<file path="config.mk">
export PLATFORM = sky130hd
export DESIGN_NAME = distortion_stage
export DESIGN_NICKNAME = d
export VERILOG_FILES = /design/src/rtl/distortion_stage.sv
export SDC_FILE = /design/constraint.sdc
export NUM_CORES = 1
export LEC_CHECK = 0
export CORE_ASPECT_RATIO = 0.9
export CORE_MARGIN = 4
export CORE_UTILIZATION = 40
export CTS_BUF_LIST = sky130_fd_sc_hd__clkbuf_2
export CTS_CLUSTER_SIZE = 16
export DETAILED_ROUTE_END_ITERATION = 8
export SKIP_CTS_REPAIR_TIMING = 1
export SKIP_LAST_GASP = 1
export SYNTH_ARGS = -nofsm -noshare
export SYNTH_HDL_FRONTEND = slang
export SYNTH_SLANG_ARGS = --single-unit
</file>
<file path="constraint.sdc">
create_clock -name CLOCK_50 -period 5.7 [get_ports CLOCK_50]
set_clock_uncertainty 0.05 [all_clocks]
set_input_delay 1.14 -clock CLOCK_50 [delete_from_list [all_inputs] [get_ports CLOCK_50]]
set_output_delay 1.14 -clock CLOCK_50 [all_outputs]
set_load 0.02 [all_outputs]
</file>
<file path="src/rtl/distortion_stage.sv">
// Resyncs the codec LR clock, captures one stereo frame, applies gain and a symmetric clip, and
// registers the DAC outputs. DISTORTION_SOFT_CLIP_EN swaps the hard clip for a soft knee.
module distortion_stage #(
  parameter int GAIN_W = 8
) (
  input  logic                     CLOCK_50,
  input  logic                     reset_n,
  input  logic                     lrclk,
  input  logic signed [15:0]       adc_left,
  input  logic signed [15:0]       adc_right,
  input  logic        [GAIN_W-1:0] gain,
  input  logic        [14:0]       threshold,
  input  logic                     bypass,
  output logic signed [15:0]       dac_left,
  output logic signed [15:0]       dac_right,
  output logic                     sample_valid,
  output logic                     busy,
  output logic                     overrun
);
  localparam int PW = GAIN_W + 17;
  localparam int SW = PW - 4;

  typedef enum logic [2:0] {IDLE, CAP, MUL_L, CLIP_L, MUL_R, CLIP_R, OUT} state_t;

  state_t                   state_q, state_d;
  logic                     sync1_q, sync1_d, sync2_q, sync2_d, prev_q, prev_d;
  logic signed [15:0]       cap_left_q, cap_left_d, cap_right_q, cap_right_d;
  logic        [GAIN_W-1:0] cap_gain_q, cap_gain_d;
  logic        [14:0]       cap_thr_q, cap_thr_d;
  logic                     cap_bypass_q, cap_bypass_d;
  logic signed [SW-1:0]     scaled_q, scaled_d;
  logic signed [15:0]       res_left_q, res_left_d;
  logic signed [15:0]       dac_left_q, dac_left_d, dac_right_q, dac_right_d;
  logic                     sample_valid_q, sample_valid_d;
  logic                     overrun_q, overrun_d;

  logic                     edge_det;
  logic signed [15:0]       mul_in, clip_in, clip_res;
  logic signed [PW-1:0]     product;

  function automatic logic signed [15:0] shape(input logic signed [SW-1:0] s,
                                               input logic        [14:0]   thr);
    logic signed [SW-1:0] pos_t;
`ifdef DISTORTION_SOFT_CLIP_EN
    logic signed [SW-1:0] mag;
    logic signed [SW-1:0] knee;
`endif
    pos_t = SW'($signed({1'b0, thr}));
`ifdef DISTORTION_SOFT_CLIP_EN
    mag = s[SW-1] ? -s : s;
    if (mag <= pos_t) return s[15:0];
    knee = pos_t + ((mag - pos_t) >>> 2);
    if (!s[SW-1]) return (knee > SW'(32767)) ? 16'sh7FFF : knee[15:0];
    return (knee > SW'(32768)) ? 16'sh8000 : 16'(-knee);
`else
    if (s > pos_t) return pos_t[15:0];
    if (s < -pos_t) return 16'(-pos_t);
    return s[15:0];
`endif
  endfunction

  assign edge_det = sync2_q & ~prev_q;

  always_comb begin
    state_d = state_q;
    case (state_q)
      IDLE:    if (edge_det) state_d = CAP;
      CAP:     state_d = MUL_L;
      MUL_L:   state_d = CLIP_L;
      CLIP_L:  state_d = MUL_R;
      MUL_R:   state_d = CLIP_R;
      CLIP_R:  state_d = OUT;
      OUT:     state_d = IDLE;
      default: state_d = IDLE;
    endcase
  end

  always_comb begin
    mul_in   = (state_q == MUL_R) ? cap_right_q : cap_left_q;
    product  = PW'(mul_in) * PW'($signed({1'b0, cap_gain_q}));
    clip_in  = (state_q == CLIP_R) ? cap_right_q : cap_left_q;
    clip_res = cap_bypass_q ? clip_in : shape(scaled_q, cap_thr_q);

    sync1_d        = lrclk;
    sync2_d        = sync1_q;
    prev_d         = sync2_q;
    cap_left_d     = cap_left_q;
    cap_right_d    = cap_right_q;
    cap_gain_d     = cap_gain_q;
    cap_thr_d      = cap_thr_q;
    cap_bypass_d   = cap_bypass_q;
    scaled_d       = scaled_q;
    res_left_d     = res_left_q;
    dac_left_d     = dac_left_q;
    dac_right_d    = dac_right_q;
    sample_valid_d = 1'b0;
    overrun_d      = overrun_q;

    case (state_q)
      CAP: begin
        cap_left_d   = adc_left;
        cap_right_d  = adc_right;
        cap_gain_d   = gain;
        cap_thr_d    = threshold;
        cap_bypass_d = bypass;
      end
      MUL_L, MUL_R: scaled_d = SW'(product >>> 4);
      CLIP_L:       res_left_d = clip_res;
      // Both channels load together so the outputs never mix frames.
      CLIP_R: begin
        dac_left_d     = res_left_q;
        dac_right_d    = clip_res;
        sample_valid_d = 1'b1;
      end
      default: ;
    endcase

    if (edge_det && state_q != IDLE) overrun_d = 1'b1;
  end

  always_ff @(posedge CLOCK_50 or negedge reset_n) begin
    if (!reset_n) begin
      state_q        <= IDLE;
      sync1_q        <= 1'b0;
      sync2_q        <= 1'b0;
      prev_q         <= 1'b0;
      cap_left_q     <= '0;
      cap_right_q    <= '0;
      cap_gain_q     <= '0;
      cap_thr_q      <= '0;
      cap_bypass_q   <= 1'b0;
      scaled_q       <= '0;
      res_left_q     <= '0;
      dac_left_q     <= '0;
      dac_right_q    <= '0;
      sample_valid_q <= 1'b0;
      overrun_q      <= 1'b0;
    end else begin
      state_q        <= state_d;
      sync1_q        <= sync1_d;
      sync2_q        <= sync2_d;
      prev_q         <= prev_d;
      cap_left_q     <= cap_left_d;
      cap_right_q    <= cap_right_d;
      cap_gain_q     <= cap_gain_d;
      cap_thr_q      <= cap_thr_d;
      cap_bypass_q   <= cap_bypass_d;
      scaled_q       <= scaled_d;
      res_left_q     <= res_left_d;
      dac_left_q     <= dac_left_d;
      dac_right_q    <= dac_right_d;
      sample_valid_q <= sample_valid_d;
      overrun_q      <= overrun_d;
    end
  end

  assign dac_left     = dac_left_q;
  assign dac_right    = dac_right_q;
  assign sample_valid = sample_valid_q;
  assign busy         = (state_q != IDLE);
  assign overrun      = overrun_q;

endmodule

</file>
==> flow_summary.json <==
{
  "start_util_pct": 40.52,
  "slowest_delay_ps": 540,
  "crit_path_start_kind": "register",
  "antenna_found_initial": 1,
  "drt_wl_total_microns": 30450,
  "synth-edff-count": 0,
  "setup_viol": 0,
  "grt_busiest_layer": "met2",
  "ant_nets": 0,
  "hold_viol": 0,
  "crit_family": "adder cells",
  "worst_pin_slew_ps": 1075,
  "synth_adder_area_share_pct": 27.21,
  "htreeDepth": 4,
  "synth_simple_gate_area_share_pct": 14.79,
  "port_buffers": 93,
  "max_freq_ghz": 0.1759,
  "nets": 1577,
  "timing.final.crit_share_pct": 99.73,
  "clk_pin_slew_ps": 240,
  "synth_top_family_by_area": "adder cells",
  "clockRootBuffer": "clkbuf_2",
  "grt_max_degree": 77,
  "synthDistinctLibCells": 65,
  "cts_buffers": 17,
  "drive_gt1_share_pct": 19.61,
  "cts_tree": "built",
  "netlist_area_sq_um": 11320,
  "critPathCaptureType": "register",
  "grt_pass1_vias": 8817,
  "gp_congestion": 0.8868,
  "met3_usage_pct": 3.084,
  "drt_first_iter_violations": 532,
  "via_count": 8943,
  "crit_path_max_fanout": 5,
  "fp.dieH_microns": 167.6,
  "cap_violations": 0,
  "cts_sinks": 133,
  "netlist_instances": 1191,
  "rsz0062_at_grt": "yes",
  "dr.pass1.iters": 5,
  "final_common_cell": "nand2_1",
  "timing.final.max_slew_violations": 0,
  "cp_common_cell": "buf_4",
  "fin_crit_ps": 5684,
  "fin_tns_setup_ps": 0,
  "routedWlPerCell_microns": 17.84,
  "met2_usage_pct": 31.09,
  "crit_required_ps": 6310,
  "met1_usage_pct": 28.30,
  "synth_seq_area_share_pct": 29.40,
  "synthFlopType": "dfrtp_1",
  "muxShareOfSynthArea_pct": 7.504,
  "die_area_sq_um": 31060,
  "vias_per_cell": 5.239,
  "pin_count": 94,
  "dieWidth_microns": 185.3,
  "crit_chain": "nand2b_4 > nor2_4 > buf_12 > buf_4 > mux2_4 > buf_4 > and2_1 > fa_2 > fa_2 > fa_1 > inv_1 > fa_1 > inv_1 > ha_4 > buf_4 > a21oi_4 > o22ai_4 > o41ai_2 > nor2b_2 > nand2b_1 > a21oi_1 > xor2_1 > mux2_2",
  "track_usage_pct": 19.65,
  "synth-compound-area-share_pct": 10.93,
  "avgSynthCellArea_sq_um": 9.506,
  "synth-seq-cells": 133,
  "areaGrowthSynthToFinish_pct": 22.08,
  "gr-total-overflow": 0,
  "rows": 58,
  "crit_type": "reg2reg",
  "syn_nets": 1435,
  "core_sq_um": 27940,
  "critPathArrivalTime_ps": 6290,
  "relSlewSlack_pct": 28.27,
  "slowest_stage": "fa_2",
  "synth_xor_area_share_pct": 2.475,
  "ys_async_sr_fraction_pct": 100.0,
  "layout_common_cells": "173 x nand2_1, 171 x inv_1, 133 x dfrtp_1, 98 x fa_1, 92 x clkdlybuf4s50_1",
  "path_buf_inv": 6,
  "grt_pass1_wl_microns": 48270,
  "insertion_delay_ps": 750,
  "worstHoldPathType": "in2async",
  "cts_buffer_depth": 2,
  "outcome": "finished clean",
  "dp.final_hpwl_microns": 24060,
  "yosysWarnings": 0,
  "drc": 0
}
layout make-up:
class | instances | area (sq um)
diodes | 1 | 2.502
well taps | 360 | 450.4
inverters | 186 | 698.2
fillers | 2607 | 14120
clock inverters | 15 | 180.2
flip-flops and latches | 133 | 3328
repair buffers | 167 | 1519
clock buffers | 17 | 85.08
multi-input cells | 828 | 7559
through the flow:
stage / setup WS [ps] / hold WS (ps) / std cells / utilization [%] / area [sq um]
after floorplan: 18.76 / 281.2 / 1191 / - / 11340
after global placement: -317.1 / 286.9 / 1665 / 46.64 / 13030
after detailed placement: -416.0 / 285.5 / 1665 / 46.64 / 13030
after CTS: -541.5 / 281.5 / 1697 / 47.59 / 13300
after global routing: -151.8 / 290.6 / 1707 / 49.47 / 13820
final: 15.62 / 321.5 / 1707 / 49.47 / 13820
worst paths after layout:
kind	start	end	slack (ps)	depth (start not counted)
worst min-delay path	reset_n	cap_thr_q[5]	320	1
worst min register to register	sync1_q	prev_d	340	0
worst max-delay path	state_q[1]	scaled_q[13]	20	23
max in group asynchronous	reset_n	dac_right[10]	4020	2
min in group CLOCK_50	sync1_q	prev_d	340	0
worst max register to register	state_q[1]	scaled_q[13]	20	23
registers in the layout (all words and copies together) (netlist names), 3 cells and up:
signal and cells:
cap_left_q 16, state_q 3, cap_thr_q 15, cap_right_q 16, cap_gain_q 8, dac_right 16
scaled_q 21, dac_left 16, res_left_q 16
routing by layer:
layer  share of wire [%]  vias to the layer above  wire (microns)
met2                  47                      216           14410
met1                  46                     4483           14100
met3                 4.4                       32            1346
met4                 1.9                        0             592
met5                   0                        -               0
li1                    -                     4212               -
cell usage after synthesis (2+ instances only):
master / count / area, sq um
o22ai_1: 14 / 87.58
nor3_1: 10 / 50.05
o211ai_1: 2 / 15.01
and4_1: 2 / 17.52
a31oi_1: 2 / 12.51
o21ai_0: 49 / 245.2
inv_1: 185 / 694.4
or3_1: 3 / 18.77
a211oi_1: 4 / 30.03
nand3_1: 13 / 65.06
nand2_1: 176 / 660.6
o21ai_1: 3 / 15.01
o2111ai_1: 2 / 17.52
and2_1: 66 / 412.9
nor2b_1: 9 / 56.30
mux2_2: 71 / 799.5
nand2b_1: 7 / 43.79
ha_1: 83 / 1039
mux2i_1: 5 / 50.05
nor4_2: 3 / 37.54
o221ai_1: 10 / 87.58
clkbuf_1: 37 / 138.9
xnor2_1: 21 / 183.9
dfrtp_1: 133 / 3328
xor2_1: 11 / 96.34
nor4_1: 5 / 31.28
nor2_1: 47 / 176.4
a21oi_1: 26 / 130.1
nand4_1: 4 / 25.02
o21bai_1: 2 / 15.01
a31o_2: 2 / 17.52
a2111oi_0: 5 / 43.79
o21a_1: 4 / 30.03
o31ai_1: 6 / 45.04
buf_2: 7 / 35.03
fa_1: 102 / 2042
o32ai_1: 3 / 26.28
a21o_1: 10 / 75.07
a22oi_1: 10 / 75.07
o21ai_2: 2 / 17.52
a221oi_1: 11 / 96.34
kinds of logic after synthesis:
group           Yosys count
mux                      76
flops                   133
fa+ha+maj               185
buf+inv                 230
simple gates            354
compound gates          181
xor+xnor                 32
Power is left out: the tool's default activity adds up to more than one toggle a clock period on the data nets, which glitch-free logic cannot reach.
